**src/rtl/periph_buf_pkg.sv**
```systemverilog
// Shared types for the peripheral request buffer: request payload struct
// and buffer geometry.
package periph_buf_pkg;

   localparam int unsigned PB_ADDR_W = 32;
   localparam int unsigned PB_DATA_W = 32;
   localparam int unsigned PB_BE_W   = PB_DATA_W / 8;
   localparam int unsigned PB_ID_W   = 5;
   localparam int unsigned BUF_DEPTH = 2;

   // One buffered peripheral request as seen on the master side.
   typedef struct packed {
      logic [PB_ADDR_W-1:0] add;
      logic                 wen;
      logic [PB_DATA_W-1:0] wdata;
      logic [PB_BE_W-1:0]   be;
      logic [PB_ID_W-1:0]   id;
   } periph_req_t;

endpackage

```
**src/rtl/periph_req_fifo2.sv**
```systemverilog
// Two-entry request FIFO. The head entry is always visible on head_o and is
// register-backed, so the master-side payload has no combinational input path.
// Push is ignored when full; push and pop may occur in the same cycle.
module periph_req_fifo2
   import periph_buf_pkg::*;
#(
   parameter type req_t = periph_req_t
) (
   input  logic       clk_i,
   input  logic       rst_ni,
   input  logic       push_i,
   input  req_t       data_i,
   input  logic       pop_i,
   output logic       full_o,
   output logic       empty_o,
   output logic [1:0] count_o,
   output req_t       head_o
);

   req_t       mem_q [BUF_DEPTH];
   logic       wr_ptr_q;
   logic       rd_ptr_q;
   logic [1:0] cnt_q;
   logic [1:0] cnt_d;
   logic       do_push;
   logic       do_pop;

   assign full_o  = (cnt_q == 2'd2);
   assign empty_o = (cnt_q == 2'd0);
   assign count_o = cnt_q;
   assign head_o  = mem_q[rd_ptr_q];

   assign do_push = push_i && !full_o;
   assign do_pop  = pop_i && !empty_o;

   // Occupancy update: simultaneous push and pop leave the count unchanged.
   always_comb begin
      cnt_d = cnt_q;
      case ({do_push, do_pop})
         2'b10:   cnt_d = cnt_q + 2'd1;
         2'b01:   cnt_d = cnt_q - 2'd1;
         default: cnt_d = cnt_q;
      endcase
   end

   // Storage and pointers; entries clear on reset so m_* payload reads zero.
   always_ff @(posedge clk_i or negedge rst_ni) begin
      if (!rst_ni) begin
         mem_q[0] <= '0;
         mem_q[1] <= '0;
         wr_ptr_q <= 1'b0;
         rd_ptr_q <= 1'b0;
         cnt_q    <= 2'd0;
      end else begin
         if (do_push) begin
            mem_q[wr_ptr_q] <= data_i;
            wr_ptr_q        <= ~wr_ptr_q;
         end
         if (do_pop) begin
            rd_ptr_q <= ~rd_ptr_q;
         end
         cnt_q <= cnt_d;
      end
   end

endmodule

```
**src/rtl/periph_req_buffer.sv**
```systemverilog
// Timing cut and outstanding-transaction limiter between a core's data demux
// peripheral port and the cluster peripheral interconnect. Requests are
// registered in a 2-entry FIFO; responses pass straight through.
module periph_req_buffer
   import periph_buf_pkg::*;
#(
   parameter int unsigned ADDR_WIDTH      = 32,
   parameter int unsigned DATA_WIDTH      = 32,
   parameter int unsigned BE_WIDTH        = DATA_WIDTH / 8,
   parameter int unsigned ID_WIDTH        = 5,
   parameter int unsigned MAX_OUTSTANDING = 4
) (
   input  logic                  clk_i,
   input  logic                  rst_ni,
   input  logic                  s_req_i,
   input  logic [ADDR_WIDTH-1:0] s_add_i,
   input  logic                  s_wen_i,
   input  logic [DATA_WIDTH-1:0] s_wdata_i,
   input  logic [BE_WIDTH-1:0]   s_be_i,
   input  logic [ID_WIDTH-1:0]   s_id_i,
   output logic                  s_gnt_o,
   output logic                  s_r_valid_o,
   output logic [DATA_WIDTH-1:0] s_r_rdata_o,
   output logic                  s_r_opc_o,
   output logic [ID_WIDTH-1:0]   s_r_id_o,
   output logic                  m_req_o,
   output logic [ADDR_WIDTH-1:0] m_add_o,
   output logic                  m_wen_o,
   output logic [DATA_WIDTH-1:0] m_wdata_o,
   output logic [BE_WIDTH-1:0]   m_be_o,
   output logic [ID_WIDTH-1:0]   m_id_o,
   input  logic                  m_gnt_i,
   input  logic                  m_r_valid_i,
   input  logic [DATA_WIDTH-1:0] m_r_rdata_i,
   input  logic                  m_r_opc_i,
   input  logic [ID_WIDTH-1:0]   m_r_id_i,
   output logic                  perf_stall_o,
   output logic                  err_o
);

   localparam int unsigned OW = $clog2(MAX_OUTSTANDING + 1);

   // Local payload type so non-default widths are carried correctly.
   typedef struct packed {
      logic [ADDR_WIDTH-1:0] add;
      logic                  wen;
      logic [DATA_WIDTH-1:0] wdata;
      logic [BE_WIDTH-1:0]   be;
      logic [ID_WIDTH-1:0]   id;
   } req_t;

   req_t          push_data;
   req_t          head;
   logic          accept;
   logic          pop;
   logic          buf_full;
   logic          buf_empty;
   logic [1:0]    buf_cnt_unused;
   logic          outst_ok;
   logic [OW-1:0] outst_q;
   logic [OW-1:0] outst_d;
   logic          err_q;
   logic          err_d;

   assign push_data = '{add: s_add_i, wen: s_wen_i, wdata: s_wdata_i,
                        be: s_be_i, id: s_id_i};

   // Grant is a function of registered state only: FIFO occupancy and the
   // outstanding count, which already includes buffered entries.
   assign outst_ok = (outst_q < OW'(MAX_OUTSTANDING));
   assign s_gnt_o  = !buf_full && outst_ok;
   assign accept   = s_req_i && s_gnt_o;
   assign pop      = m_req_o && m_gnt_i;

   periph_req_fifo2 #(
      .req_t (req_t)
   ) u_fifo (
      .clk_i   (clk_i),
      .rst_ni  (rst_ni),
      .push_i  (accept),
      .data_i  (push_data),
      .pop_i   (pop),
      .full_o  (buf_full),
      .empty_o (buf_empty),
      .count_o (buf_cnt_unused),
      .head_o  (head)
   );

   assign m_req_o   = !buf_empty;
   assign m_add_o   = head.add;
   assign m_wen_o   = head.wen;
   assign m_wdata_o = head.wdata;
   assign m_be_o    = head.be;
   assign m_id_o    = head.id;

   // Responses are forwarded with zero latency, including spurious ones.
   assign s_r_valid_o = m_r_valid_i;
   assign s_r_rdata_o = m_r_rdata_i;
   assign s_r_opc_o   = m_r_opc_i;
   assign s_r_id_o    = m_r_id_i;

   assign perf_stall_o = s_req_i && !s_gnt_o;
   assign err_o        = err_q;

   // Outstanding count: +1 on accept, -1 on response; a response with nothing
   // outstanding (and no same-cycle accept) holds at zero and flags an error.
   always_comb begin
      outst_d = outst_q;
      err_d   = 1'b0;
      case ({accept, m_r_valid_i})
         2'b10: outst_d = outst_q + OW'(1);
         2'b01: begin
            if (outst_q == OW'(0)) begin
               err_d = 1'b1;
            end else begin
               outst_d = outst_q - OW'(1);
            end
         end
         default: outst_d = outst_q;
      endcase
   end

   // Counter and one-cycle error pulse registers.
   always_ff @(posedge clk_i or negedge rst_ni) begin
      if (!rst_ni) begin
         outst_q <= '0;
         err_q   <= 1'b0;
      end else begin
         outst_q <= outst_d;
         err_q   <= err_d;
      end
   end

endmodule

```
**config.mk**
```make
export PLATFORM = sky130hd
export DESIGN_NAME = periph_req_buffer
export DESIGN_NICKNAME = d
export VERILOG_FILES = /design/src/rtl/periph_buf_pkg.sv /design/src/rtl/periph_req_fifo2.sv /design/src/rtl/periph_req_buffer.sv
export SDC_FILE = /design/constraint.sdc
export NUM_CORES = 1
export LEC_CHECK = 0
export ABC_CLOCK_PERIOD_IN_PS = 2060
export CAP_MARGIN = 40
export CORE_ASPECT_RATIO = 0.7
export CORE_MARGIN = 2
export CORE_UTILIZATION = 34
export DETAILED_ROUTE_END_ITERATION = 12
export PLACE_DENSITY = 0.65
export SYNTH_ARGS = -nofsm -noshare
export SYNTH_HDL_FRONTEND = slang
export SYNTH_SLANG_ARGS = --single-unit
```
**constraint.sdc**
```tcl
create_clock -name clk_i -period 2.06 [get_ports clk_i]
set_clock_uncertainty 0.05 [all_clocks]
set_input_delay 0.309 -clock clk_i [delete_from_list [all_inputs] [get_ports clk_i]]
set_output_delay 0.309 -clock clk_i [all_outputs]
set_load 0.01 [all_outputs]
```
==> results of run 1 <==
## worst paths after layout
| kind | to | cells after the start | startpoint | slack (ps) |
|---|---|---|---|---|
| max | m_wdata_o[12] | 5 | u_fifo.rd_ptr_q$_DFFE_PN0N_ | -80 |
| min | u_fifo.mem_q[1]$_DFFE_PN0P_ | 2 | rst_ni | 370 |
| max reg2reg | u_fifo.mem_q[136]$_DFFE_PN0P_ | 7 | u_fifo.count_o[1]$_DFFE_PN0P_ | 120 |
| min reg2reg | u_fifo.count_o[1]$_DFFE_PN0P_ | 1 | u_fifo.count_o[1]$_DFFE_PN0P_ | 430 |
| max in group asynchronous | u_fifo.mem_q[137]$_DFFE_PN0P_ | 3 | rst_ni | 910 |
| min in group clk_i | u_fifo.count_o[1]$_DFFE_PN0P_ | 1 | u_fifo.count_o[1]$_DFFE_PN0P_ | 430 |
## synthesized netlist by cell type, drive strengths merged, types with 3 or more instances
cell,count,area (sq um)
nor2b,3,18.8
nor2,5,26.3
buf,55,485
xnor2,5,43.8
clkbuf,8,30.0
dfrtp,156,3900
mux2,222,2500
mux2i,3,30.0
## cell families after synthesis
group,after synthesis
xor gates and xnor gates,7
buffers and inverters,64
DFF,156
adders and majority gates,2
AOI/OAI and AO/OA,6
muxes,225
and+or+nand+nor,16
## where the power goes
part           total [W]  internal, W  switching, W  leakage [nW]
clock            0.00334      0.00213       0.00121         0.299
combinational    0.00817      0.00501       0.00315          1.98
sequential       0.00548      0.00466      0.000819          1.85
total             0.0170       0.0118       0.00519          4.13
## area by class of cell
| class | instances | area (sq um) |
|---|---|---|
| tap | 276 | 345 |
| fill | 1846 | 11100 |
| timing repair buffer | 193 | 1930 |
| clock buffer | 22 | 474 |
| clock inverter | 9 | 160 |
| sequential | 156 | 3910 |
| inverter | 1 | 3.75 |
| multi-input combinational | 256 | 2780 |
## registers in the layout, summed over array words and instances (netlist names)
signal and flops:
u_fifo.count_o 2, u_fifo.wr_ptr_q 1, u_fifo.rd_ptr_q 1, err_o 1, outst_q 3, u_fifo.mem_q 148
## worst max-delay path, stage by stage (launching register included)
cell     delay, ps
dfrtp_4        520
buf_12         160
buf_16         140
buf_4          130
mux2_2         290
buf_6          130
## through the flow
stage	hold WS [ps]	worst slack, ps	setup TNS [ps]	utilization (%)
after floorplan	-36.6	206	0	-
after global placement	247	-7.03	-126	42.8
after detailed placement	259	-12.6	-208	42.8
after CTS	376	-143	-2330	45.0
after global routing	420	-123	-1800	46.3
final	367	-75.8	-585	46.3
## timing repair
| action | CTS | global route |
|---|---|---|
| endpoints found under the hold margin | 50 | 0 |
| endpoints found under the setup margin | 76 | 59 |
| gates resized for setup | 281 | 74 |
| pin swaps | 0 | 0 |
| hold buffers | 1 | 0 |
| gates cloned | 1 | 2 |
| setup buffers | 6 | 10 |
## per-layer routing
layer  track usage [%]  wire (um)  up-vias
met2              22.4       7290      109
li1                  -          -     1939
met4              3.42        127        0
met3              5.54       1140       12
met1              17.8       6990     2187
met5                 0          0        -
==> impl_metrics.tcl, run 1 <==
set metrics [dict create \
    route.detailed.vias_per_inst 4.65 \
    post_syn_nets 595 \
    synthCells 476 \
    mappedNetlistArea_sq_mm 0.00718 \
    clkSinkCount 156 \
    portBuffers 157 \
    antenna_violations_before_repair 0 \
    ios 234 \
    final_worst_path_cycle_share_pct 104 \
    holdCritPathClass "input port to asynchronous set/reset pin" \
    core.rowCount 44 \
    dp_hpwl_um 10500 \
    relSlewSlack_pct 64.9 \
    stdcell_area_sq_mm 0.00959 \
    dpl_cell_area_sq_mm 0.00885 \
    total_chip_power_w 0.0170 \
    detail_route.iter0.violations 116 \
    rsz0062_at_grt "yes" \
    pin_count_of_the_biggest_net_entering_global_routing 54 \
    drive_above_1_share_pct 57.1 \
    failing_checks "negative setup slack" \
    cts.clk_slew.worst_paths_ps 70 \
    clk_latency_ps 410 \
    die_height_um 126 \
    area_grow_syn2layout_pct 33.7 \
    routed_wirelength_um 15500 \
    run_status "complete, but fails checks" \
    vdd.ir_drop.worst_uv 729 \
    period_minus_slack_ps 2140 \
    max_cap_violations 0 \
    firstDrtPassIters 4 \
    synth-adder-area-share_pct 0.349 \
    final_net_count 744 \
    layout_commonest_cell "mux2_2" \
    max_buffers_root_to_sink 2 \
    setup_violations 10 \
    synth_seq_area_share_pct 54.4 \
    worst_pin_slew_ps 527 \
    root_buffer "clkbuf_16" \
    diodes 0 \
    synthesis.area_per_instance_sq_um 15.1 \
    cp.arrival_ps 1780 \
    power_density_mw_per_mm2 1770 \
    final_max_slew_viol_count 0 \
    fin_ws_ps -75.8 \
    worstSetupPathType "flop to output port" \
    leakage_power_of_the_design_nw 4.13 \
    antenna_left 0 \
    final_hold_viol_count 0 \
    post_synth_num_cell_types 26 \
    dp_cells 866 \
    synth-compound-area-share_pct 0.471 \
    route.detailed.drc 0 \
    cp_data_required_time_ps 1700 \
    max_freq_ghz 0.468 \
    critical_path_peak_fanout 8 \
    ys.flop_type "dfrtp_1" \
    design.die.area_sq_mm 0.0223 \
    grt_first_pass_wirelength_um 24400 \
    yosys_register_bits 156 \
    floorplan.initialDensity_pct 34.7 \
    sum_of_overflow_across_all_layers_after_global_routing 0 \
    core-area_sq_mm 0.0207 \
    die_w_um 178 \
    layout_common_cells "213 x mux2_2, 155 x dfrtp_1, 80 x clkdlybuf4s50_1" \
    post_synth_xor_area_fraction_pct 0.854 \
    muxShareOfSynthArea_pct 35.3 \
    synthSimpleGateAreaFrac_pct 1.43 \
    routed-via-count 4247 \
    cp-end-kind "output port" \
    grt_pass1_vias 4631 \
    final_cell_count_no_fill 913 \
    last_weighted_congestion_value_of_the_routability_driven_placer 0.749 \
    critical_path.startpoint_type "flop" \
    synth_edf_count 0 \
    detail_route.wl_per_cell_um 17.0 \
    ctsHtreeMaxLevel 4 \
    ys_async_sr_fraction_pct 100 \
    yosysWarnings 0 \
    cts-buffers-inserted 17 \
    tritoncts_clock_tree "done" \
    grtUsageTotal_pct 14.0 \
    combinational_family_with_the_most_area_after_synthesis "multiplexers" \
]
(Power assumes the default switching activity.)
==> inputs of run 2 (changes only) <==
--- a/config.mk
+++ b/config.mk
@@ -11,6 +11,7 @@
 export CORE_MARGIN = 2
 export CORE_UTILIZATION = 34
 export DETAILED_ROUTE_END_ITERATION = 12
+export HOLD_SLACK_MARGIN = 0.12
 export PLACE_DENSITY = 0.65
 export SYNTH_ARGS = -nofsm -noshare
 export SYNTH_HDL_FRONTEND = slang
==> results of run 2 <==
No change in the layout: final DEF, timing and power equal those of run 1.
